## config.mk

```make
export PLATFORM = sky130hd
export DESIGN_NAME = restoring_multiply_check
export DESIGN_NICKNAME = d
export VERILOG_FILES = /design/src/rtl/div_pkg.sv /design/src/rtl/restoring_multiply_check_shift_add_step.sv /design/src/rtl/restoring_multiply_check.sv
export SDC_FILE = /design/constraint.sdc
export NUM_CORES = 1
export LEC_CHECK = 0
export CAP_MARGIN = 10
export CORE_MARGIN = 5
export CORE_UTILIZATION = 33
export CTS_CLUSTER_DIAMETER = 150
export DETAILED_ROUTE_END_ITERATION = 6
export GPL_TIMING_DRIVEN = 1
export HOLD_SLACK_MARGIN = 0.03
export SYNTH_ARGS = -nofsm -noshare
export SYNTH_HDL_FRONTEND = slang
export SYNTH_HIERARCHICAL = 1
export SYNTH_SLANG_ARGS = --single-unit
```

## constraint.sdc

```tcl
create_clock -name clk -period 2.5 [get_ports clk]
set_clock_uncertainty 0.1 [all_clocks]
set_input_delay 0.25 -clock clk [delete_from_list [all_inputs] [get_ports clk]]
set_output_delay 0.25 -clock clk [all_outputs]
set_load 0.02 [all_outputs]
```

## src/rtl/div_pkg.sv

```systemverilog
// Shared definitions for the division datapath: FSM state encoding and the default operand width.
package div_pkg;

    localparam int DEFAULT_WIDTH = 8;

    typedef enum logic [1:0] {
        IDLE = 2'd0,
        RUN  = 2'd1,
        DONE = 2'd2
    } state_e;

endpackage

```

## src/rtl/restoring_multiply_check_shift_add_step.sv

```systemverilog
// One shift-add multiply iteration: conditionally add the multiplicand, then shift both operands.
module shift_add_step #(
    parameter int WIDTH = 8
) (
    input  logic [2*WIDTH-1:0] acc_i,
    input  logic [2*WIDTH-1:0] mcand_i,
    input  logic [WIDTH-1:0]   mplier_i,
    output logic [2*WIDTH-1:0] acc_o,
    output logic [2*WIDTH-1:0] mcand_o,
    output logic [WIDTH-1:0]   mplier_o
);

    // Next accumulator and operand values for a single iteration.
    always_comb begin
        acc_o    = acc_i;
        mcand_o  = mcand_i << 1;
        mplier_o = mplier_i >> 1;
        if (mplier_i[0]) begin
            acc_o = acc_i + mcand_i;
        end else begin
            acc_o = acc_i;
        end
    end

endmodule

```

## src/rtl/restoring_multiply_check.sv

```systemverilog
// Sequential shift-add multiply-accumulate (multiplicand * multiplier + addend) rebuilding a dividend.
// Optional DIV_CHECK_EN adds an expected-value input and a registered mismatch flag.
module restoring_multiply_check
    import div_pkg::*;
#(
    parameter int WIDTH = DEFAULT_WIDTH
) (
    input  logic               clk,
    input  logic               rst,
    input  logic               in_valid,
    output logic               in_ready,
    input  logic [WIDTH-1:0]   multiplicand,
    input  logic [WIDTH-1:0]   multiplier,
    input  logic [WIDTH-1:0]   addend,
    output logic               out_valid,
    input  logic               out_ready,
    output logic [2*WIDTH-1:0] product,
    output logic               busy
`ifdef DIV_CHECK_EN
    ,
    input  logic [2*WIDTH-1:0] expected,
    output logic               mismatch
`endif
);

    localparam int CNT_W = $clog2(WIDTH) + 1;

    state_e             state_q;
    logic [2*WIDTH-1:0] acc_q;
    logic [2*WIDTH-1:0] mcand_q;
    logic [WIDTH-1:0]   mplier_q;
    logic [CNT_W-1:0]   count_q;
    logic [2*WIDTH-1:0] product_q;
    logic [2*WIDTH-1:0] acc_d;
    logic [2*WIDTH-1:0] mcand_d;
    logic [WIDTH-1:0]   mplier_d;
`ifdef DIV_CHECK_EN
    logic [2*WIDTH-1:0] expected_q;
    logic               mismatch_q;
`endif

    shift_add_step #(.WIDTH(WIDTH)) u_step (
        .acc_i    (acc_q),
        .mcand_i  (mcand_q),
        .mplier_i (mplier_q),
        .acc_o    (acc_d),
        .mcand_o  (mcand_d),
        .mplier_o (mplier_d)
    );

    // Control FSM and datapath registers; exactly WIDTH RUN cycles, no early exit.
    always_ff @(posedge clk or posedge rst) begin
        if (rst) begin
            state_q    <= IDLE;
            acc_q      <= '0;
            mcand_q    <= '0;
            mplier_q   <= '0;
            count_q    <= '0;
            product_q  <= '0;
`ifdef DIV_CHECK_EN
            expected_q <= '0;
            mismatch_q <= 1'b0;
`endif
        end else begin
            case (state_q)
                IDLE: begin
                    if (in_valid) begin
                        acc_q      <= {{WIDTH{1'b0}}, addend};
                        mcand_q    <= {{WIDTH{1'b0}}, multiplicand};
                        mplier_q   <= multiplier;
                        count_q    <= '0;
`ifdef DIV_CHECK_EN
                        expected_q <= expected;
`endif
                        state_q    <= RUN;
                    end
                end
                RUN: begin
                    acc_q    <= acc_d;
                    mcand_q  <= mcand_d;
                    mplier_q <= mplier_d;
                    count_q  <= count_q + CNT_W'(1);
                    if (count_q == CNT_W'(WIDTH - 1)) begin
                        product_q  <= acc_d;
`ifdef DIV_CHECK_EN
                        // A remainder >= divisor shows up here as a product/dividend difference.
                        mismatch_q <= (acc_d != expected_q);
`endif
                        state_q    <= DONE;
                    end
                end
                DONE: begin
                    if (out_ready) begin
`ifdef DIV_CHECK_EN
                        mismatch_q <= 1'b0;
`endif
                        state_q    <= IDLE;
                    end
                end
                default: begin
                    state_q <= IDLE;
                end
            endcase
        end
    end

    assign in_ready  = (state_q == IDLE);
    assign out_valid = (state_q == DONE);
    assign busy      = (state_q != IDLE);
    assign product   = product_q;
`ifdef DIV_CHECK_EN
    assign mismatch  = mismatch_q;
`endif

endmodule

```

# == After elaboration in Yosys (flattened, before gate mapping) ==
# Cells that the tools add are included.
# word_totals
word_cells,33
output_inout_bits,19
inputBits,28
reg_bits,62
# op_classes
eq_ne,6
reduce_logical,6
mux,13
n_addsub,2
# ops
operator,count
$pmux 16 s2,2
$mux 16,3
$add 16x16->16,1
$pmux 8 s2,1
$mux 8,1
$pmux 4 s2,1
$mux 2,3
$pmux 2 s3,1
$add 4x1->4 const B,1
$eq 4x3->1 const B,1
$mux 4,1
$ne 2x2->1 const B,2
$reduce_and 2->1,2
$reduce_bool 2->1,2
$reduce_and 3->1,1
$eq 2x1->1 const B,1
$eq 2x2->1 const B,1
$logic_not 2->1,1
$ne 2x1->1 const B,1

# == Logic depth before layout (Yosys ltp) ==
# Gate-level depths: netlist (run 1).
# depth
ltp_word,3
ltp_mapped,9
depth_no_buf,9

# == Hierarchy ==
# The synthesis (run 1) kept the hierarchy.
# by_module_without_submodules
mod,instances,cells_per_inst,area_per_inst_um2
restoring_multiply_check,1,235,2711.4
shift_add_step,1,140,1146.1

# == Worst setup path before layout (run 1) ==
# OpenSTA, ideal clock, no wires.
# synth_path
kind,reg-to-reg
startpoint,register acc_q[0]
endpoint,"register product_q[14], in the netlist product[14]"
required_ns,2.275
arrival_ns,2.435
path_stages_with_launch,10
synth_period_minus_slack_ns,2.660
path_buffers,0
path_slack_ns,-0.160
path_cell_list,dfrtp_1 -> ha_1 -> fa_1 -> a21o_2 -> a221oi_4 -> nor4_2 -> a211oi_2 -> xnor2_1 -> mux2_2 -> mux2_2
# synth_between
elab_chain_len,2
# synth_rtl
element,line,text
"start, declared",restoring_multiply_check.sv:29,logic [2*WIDTH-1:0] acc_q;
"start signal, assigned",restoring_multiply_check.sv:68,"acc_q <= {{WIDTH{1'b0}}, addend};"
$add 16x16->16,restoring_multiply_check_shift_add_step.sv:19,acc_o = acc_i + mcand_i;
$mux 16,restoring_multiply_check_shift_add_step.sv:18,if (mplier_i[0]) begin
via acc_d[14],restoring_multiply_check.sv:34,logic [2*WIDTH-1:0] acc_d;
"end signal, assigned",restoring_multiply_check.sv:59,product_q <= '0;
"end signal, assigned",restoring_multiply_check.sv:84,product_q <= acc_d;
"end, declared",restoring_multiply_check.sv:33,logic [2*WIDTH-1:0] product_q;
# The timed path passes the listed nets, and every way through them passes these cells.
# A chain may end at the register's enable or synchronous reset.

# == Worst setup path in the final report (run 1) ==
# layout_path
startpoint,register acc_q[0]
endpoint,"register product_q[10], in the netlist product[10]"
# The elaborated chain is that of the path after synthesis.

==> results.json, run 1 <==
{
  "gp_congestion": 0.8763,
  "hold_buffers": 0,
  "layoutNonFillerInstCount": 582,
  "synth-seq-area-share_pct": 40.22,
  "worstRegToRegCells": 9,
  "syn-instance-count": 375,
  "p_per_area_mw_per_mm2": 1550,
  "grt_pass1_wl_mm": 16.15,
  "grt_max_degree": 41,
  "coreArea_mm2": 0.01142,
  "crit_type": "reg2reg",
  "preCtsSetupSlack_ps": -165.9,
  "ys_warn_count": 6,
  "finalNetCount": 480,
  "finalSetupTns_ps": -554.6,
  "worst-path-max-fanout": 4,
  "power_mw": 7.822,
  "drt_iter0_drc": 108,
  "irDropWorstVdd_mv": 0.5368,
  "post-dp-hpwl_mm": 6.698,
  "maxCapViolCount": 0,
  "period_needed_ps": 2628,
  "async_flop_share_pct": 100.0,
  "final_common_cell": "dfrtp_1",
  "cts_tree": "done",
  "hp-class": "in2async",
  "rsz0062_at_grt": "true",
  "cts.clk_slew.worst_paths_ps": 50,
  "clock_latency_ps": 330,
  "row_count": 39,
  "drc": 0,
  "ys_types": 55,
  "cts.sinks": 62,
  "first_global_vias": 3157,
  "timing.hold.ws_ps": 174.1,
  "r2r-start": "acc_q[0]$_DFFE_PP0P_",
  "drt-pass1-iter-count": 5,
  "vias": 3054,
  "crit_slowest_cell": "dfrtp_1",
  "antenna_found_initial": 0,
  "ys_seq_elements": 62,
  "post-route-period-util_pct": 105.1,
  "reg2reg_to": "product[10]$_DFFE_PP0P_",
  "max_freq_mhz": 380.5,
  "hold_viol": 0,
  "io_buffer_count": 46,
  "num_io_pins": 47,
  "synth-edff-count": 0,
  "postSynthAreaPerCell_um2": 10.29,
  "overflow": 0,
  "layout-drive-gt1-share_pct": 29.16,
  "die_y_um": 118.1,
  "wl_per_cell_um": 16.30,
  "max_stage_delay_ps": 380,
  "h-tree-depth": 3,
  "detail-route-antenna-nets": 0,
  "cts_inserted_buffers": 9,
  "p_leak_nw": 2.190,
  "synth_ff_type": "dfrtp_1",
  "worstMarginPinSlew_ps": 651.8,
  "dieWidth_um": 118.1,
  "setup-violations-final": 9,
  "crit_chain": "ha_2 -> fa_2 -> a21o_4 -> a221oi_4 -> o31ai_2 -> a31oi_1 -> xnor2_1 -> mux2_4 -> mux2_4",
  "synthesis.area_mm2": 0.003857,
  "cts-root-buf": "clkbuf_16",
  "slew_viol_final": 0,
  "violations": "negative setup slack",
  "crit_required_ps": 2610,
  "diodes": 0,
  "arrival_ps": 2740,
  "slew_headroom_pct": 56.35,
  "grtUsageTotal_pct": 14.25,
  "crit_top_cell": "mux2_4",
  "outcome": "finished with violations",
  "syn2layout_area_growth_pct": 30.81,
  "viasPerCell": 5.247,
  "clockBufferDepth": 2,
  "dp.cells": 560,
  "start_util_pct": 33.78,
  "startpoint_type": "flip-flop",
  "dieArea_mm2": 0.01395,
  "layout_common_cells": "dfrtp_1, clkdlybuf4s50_1, buf_4",
  "wl_mm": 9.489,
  "crit_path_end_kind": "flip-flop",
  "fin_ws_ps": -128.5,
  "regToRegSetupSlack_ps": -130
}
report_power, final:
part           leakage, nW  total (mW)  internal, mW  switching [mW]
logic                 1.28        4.77          2.55            2.22
clock network        0.133        1.13         0.717           0.416
registers            0.773        1.92          1.49           0.421
final cells by class:
class                      count  area (µm²)
timing repair buffer          93       838.3
clock buffer                  14       264.0
clock inverter                 1       5.005
fill                        1099        6372
inverter                       6       22.52
sequential                    62        1551
multi-input combinational    263        2186
tap                          143       178.9
registers in the layout, summed over array words and instances, names as in the netlist:
signal    cells
count_q       4
mplier_q      8
product      16
state_q       2
acc_q        16
mcand_q      16
worst max-delay path by stage:
stage | endpoint | from | slack [ps] | cells past startpoint
after floorplan | product[10]$_DFFE_PP0P_ | acc_q[0]$_DFFE_PP0P_ | -60 | 9
after global placement | product[10]$_DFFE_PP0P_ | acc_q[0]$_DFFE_PP0P_ | -160 | 9
after detailed placement | product[10]$_DFFE_PP0P_ | acc_q[0]$_DFFE_PP0P_ | -170 | 9
after CTS | product[12]$_DFFE_PP0P_ | acc_q[0]$_DFFE_PP0P_ | -120 | 9
after global routing | product[10]$_DFFE_PP0P_ | acc_q[0]$_DFFE_PP0P_ | -220 | 9
final | product[10]$_DFFE_PP0P_ | acc_q[0]$_DFFE_PP0P_ | -130 | 9
metal layers:
layer  global-route usage [%]  up-vias  wire length (µm)  share of wire [%]
met5                        0        -                 0                  0
met4                    7.455        0               191                2.0
met3                    3.796       15               335                3.5
met2                    20.36       55              4320                 46
met1                    19.63     1502              4641                 49
li1                         -     1482                 -                  -
what timing repair did:
item,CTS,global route
pin swaps,2,11
setup buffers,3,4
setup endpoints to repair,8,18
resized for setup,6,27
cloned,0,0
worst max-delay path: cells and delay by family, from the launching register on:
| family | cells | cell delay, ps |
|---|---|---|
| xor gates and xnor gates | 1 | 90 |
| adders and majority gates | 2 | 550 |
| muxes | 2 | 510 |
| AOI/OAI and AO/OA | 4 | 880 |
| DFF | 1 | 380 |
cells by family after synthesis:
kind of cell               share of synthesized area (%)
AOI/OAI and AO/OA                                  24.10
and+or+nand+nor                                    10.48
DFF                                                40.22
buffers and inverters                              8.174
muxes                                              8.271
adders and majority gates                          5.709
xor gates and xnor gates                           2.952
other                                            0.09721
through the flow:
| stage | util (%) | cell area (µm²) |
|---|---|---|
| 2_1_floorplan | - | 3866 |
| 3_3_place_gp | 39.79 | 4543 |
| 3_5_place_dp | 39.79 | 4543 |
| 4_1_cts | 42.56 | 4860 |
| 5_1_grt | 44.19 | 5046 |
| 6_report | 44.19 | 5046 |
Yosys cell counts (2+ instances only):
master,instances,area share (%)
buf_2,9,1.2
dfrtp_1,62,40
nand3_1,3,0.39
a21o_2,2,0.45
buf_4,26,5.1
o21ai_1,2,0.26
nor2b_1,28,4.5
nor2_1,6,0.58
inv_1,6,0.58
mux2_2,27,7.9
xor2_1,3,0.68
xnor2_1,10,2.3
o21ai_0,28,3.6
and3_2,3,0.58
ha_1,16,5.2
clkbuf_1,6,0.58
a21o_1,4,0.78
buf_1,2,0.19
nand2_1,13,1.3
o21bai_1,2,0.39
a221o_1,2,0.52
a22o_1,17,3.9
a31oi_1,3,0.49
and3_1,2,0.32
a21oi_1,38,4.9
a22oi_1,25,4.9
buf_6,2,0.58
Power figures use the tool's default switching activity.
==> run 2, diff against run 1 <==
MAX_ROUTING_LAYER = met4   (was not set)
clock period = 3.2 ns   (was 2.5 ns; I/O delays follow)
==> results.json, run 2 (synthesis gave the netlist of run 1 again) <==
{
  "outcome": "complete, no violations",
  "hold_buffers": 0,
  "row_count": 39,
  "hp-class": "in2async",
  "crit_type": "reg2reg",
  "crit_required_ps": 3310,
  "critPathLaunch": "acc_q[0]$_DFFE_PP0P_",
  "fin_ws_ps": 328.3,
  "layout-drive-gt1-share_pct": 18.07,
  "grt_pass1_wl_mm": 15.00,
  "syn2layout_area_growth_pct": 19.82,
  "grt_max_degree": 35,
  "diodes": 0,
  "antenna_found_initial": 0,
  "layout_common_cells": "dfrtp_1, clkdlybuf4s50_1, a21oi_1",
  "p_leak_nw": 1.992,
  "vias": 2870,
  "post-dp-hpwl_mm": 6.330,
  "overflow": 0,
  "die_y_um": 118.1,
  "start_util_pct": 33.78,
  "dieArea_mm2": 0.01395,
  "irDropWorstVdd_mv": 0.3449,
  "drt-pass1-iter-count": 4,
  "grtUsageTotal_pct": 13.52,
  "startpoint_type": "flip-flop",
  "worstRegToRegCells": 9,
  "rsz0062_at_grt": "false",
  "worstMarginPinSlew_ps": 631.8,
  "post_cts_buffers": 0,
  "r2r-start": "acc_q[0]$_DFFE_PP0P_",
  "num_io_pins": 47,
  "maxCapViolCount": 0,
  "preCtsSetupSlack_ps": 378.8,
  "first_global_vias": 2915,
  "power_mw": 5.424,
  "drc": 0,
  "cts_tree": "done",
  "detail-route-antenna-nets": 0,
  "post-route-period-util_pct": 89.74,
  "slew_viol_final": 0,
  "cts_inserted_buffers": 9,
  "io_buffer_count": 46,
  "regToRegSetupSlack_ps": 330,
  "period_needed_ps": 2872,
  "clockBufferDepth": 2,
  "drt_iter0_drc": 144,
  "final_util_pct": 40.48,
  "finalSetupTns_ps": 0,
  "gp_congestion": 0.9034,
  "setup-violations-final": 0,
  "final_common_cell": "dfrtp_1",
  "viasPerCell": 5.247,
  "coreArea_mm2": 0.01142,
  "cts_resized": 0,
  "p_per_area_mw_per_mm2": 1173,
  "cts-root-buf": "clkbuf_16",
  "worst-path-max-fanout": 4,
  "wl_mm": 8.936,
  "cts.sinks": 62,
  "wl_per_cell_um": 16.34,
  "arrival_ps": 2990,
  "cts.clk_slew.worst_paths_ps": 50,
  "cp-endpoint": "product[10]$_DFFE_PP0P_",
  "hold_viol": 0,
  "finalNetCount": 444,
  "h-tree-depth": 3,
  "nFillCells": 1134,
  "reg2reg_to": "product[10]$_DFFE_PP0P_",
  "crit_path_end_kind": "flip-flop",
  "clock_latency_ps": 330,
  "slew_headroom_pct": 57.82,
  "dieWidth_um": 118.1,
  "max_freq_mhz": 348.2
}
run 2: where the power goes:
group | total, mW | internal [mW] | leakage, nW | switching, mW
clock network | 0.980 | 0.641 | 0.152 | 0.339
registers | 1.51 | 1.17 | 0.773 | 0.341
logic | 2.94 | 1.44 | 1.07 | 1.49
run 2: worst max-delay path, cell delays in order (launching register included):
cell,delay [ps]
dfrtp_1,400
ha_1,240
fa_1,410
a21o_2,260
a221oi_4,360
o31ai_2,120
a31oi_1,240
xnor2_1,100
mux2_4,270
mux2_2,260
run 2: how the worst min path moves through the flow:
stage	from	to	slack [ps]	depth (start not counted)
3_3_place_gp	product[11]$_DFFE_PP0P_	product[11]$_DFFE_PP0P_	390	1
3_5_place_dp	product[11]$_DFFE_PP0P_	product[11]$_DFFE_PP0P_	400	1
2_1_floorplan	count_q[2]$_DFFE_PP0P_	count_q[2]$_DFFE_PP0P_	370	1
6_report	rst	product[13]$_DFFE_PP0P_	290	2
4_1_cts	rst	product[14]$_DFFE_PP0P_	310	2
5_1_grt	rst	product[14]$_DFFE_PP0P_	370	2
run 2: routing by layer:
metal	track usage, %	routed length (µm)	up-vias
met3	2.931	304	14
met2	20.71	4094	53
met4	4.946	169	0
li1	-	-	1405
met5	-	0	-
met1	17.59	4368	1398
run 2: metrics by stage:
step / instance area (µm²) / hold slack, ps / std cells
floorplan: 3861 / 372.7 / 376
global placement: 4320 / 393.9 / 531
detailed placement: 4320 / 399.7 / 531
CTS: 4622 / 314.8 / 547
global route: 4622 / 372.2 / 547
finish: 4622 / 293.7 / 547
run 2: final cells by class:
class                   instances  area (µm²)  area share [%]
repair buffers                 57       568.0           12.29
multi-input cells             263        1999           43.26
clock inverters                 4       45.04          0.9746
flip-flops and latches         62        1551           33.57
inverters                       6       22.52          0.4873
well taps                     143       178.9           3.871
clock buffers                  12       256.5           5.550
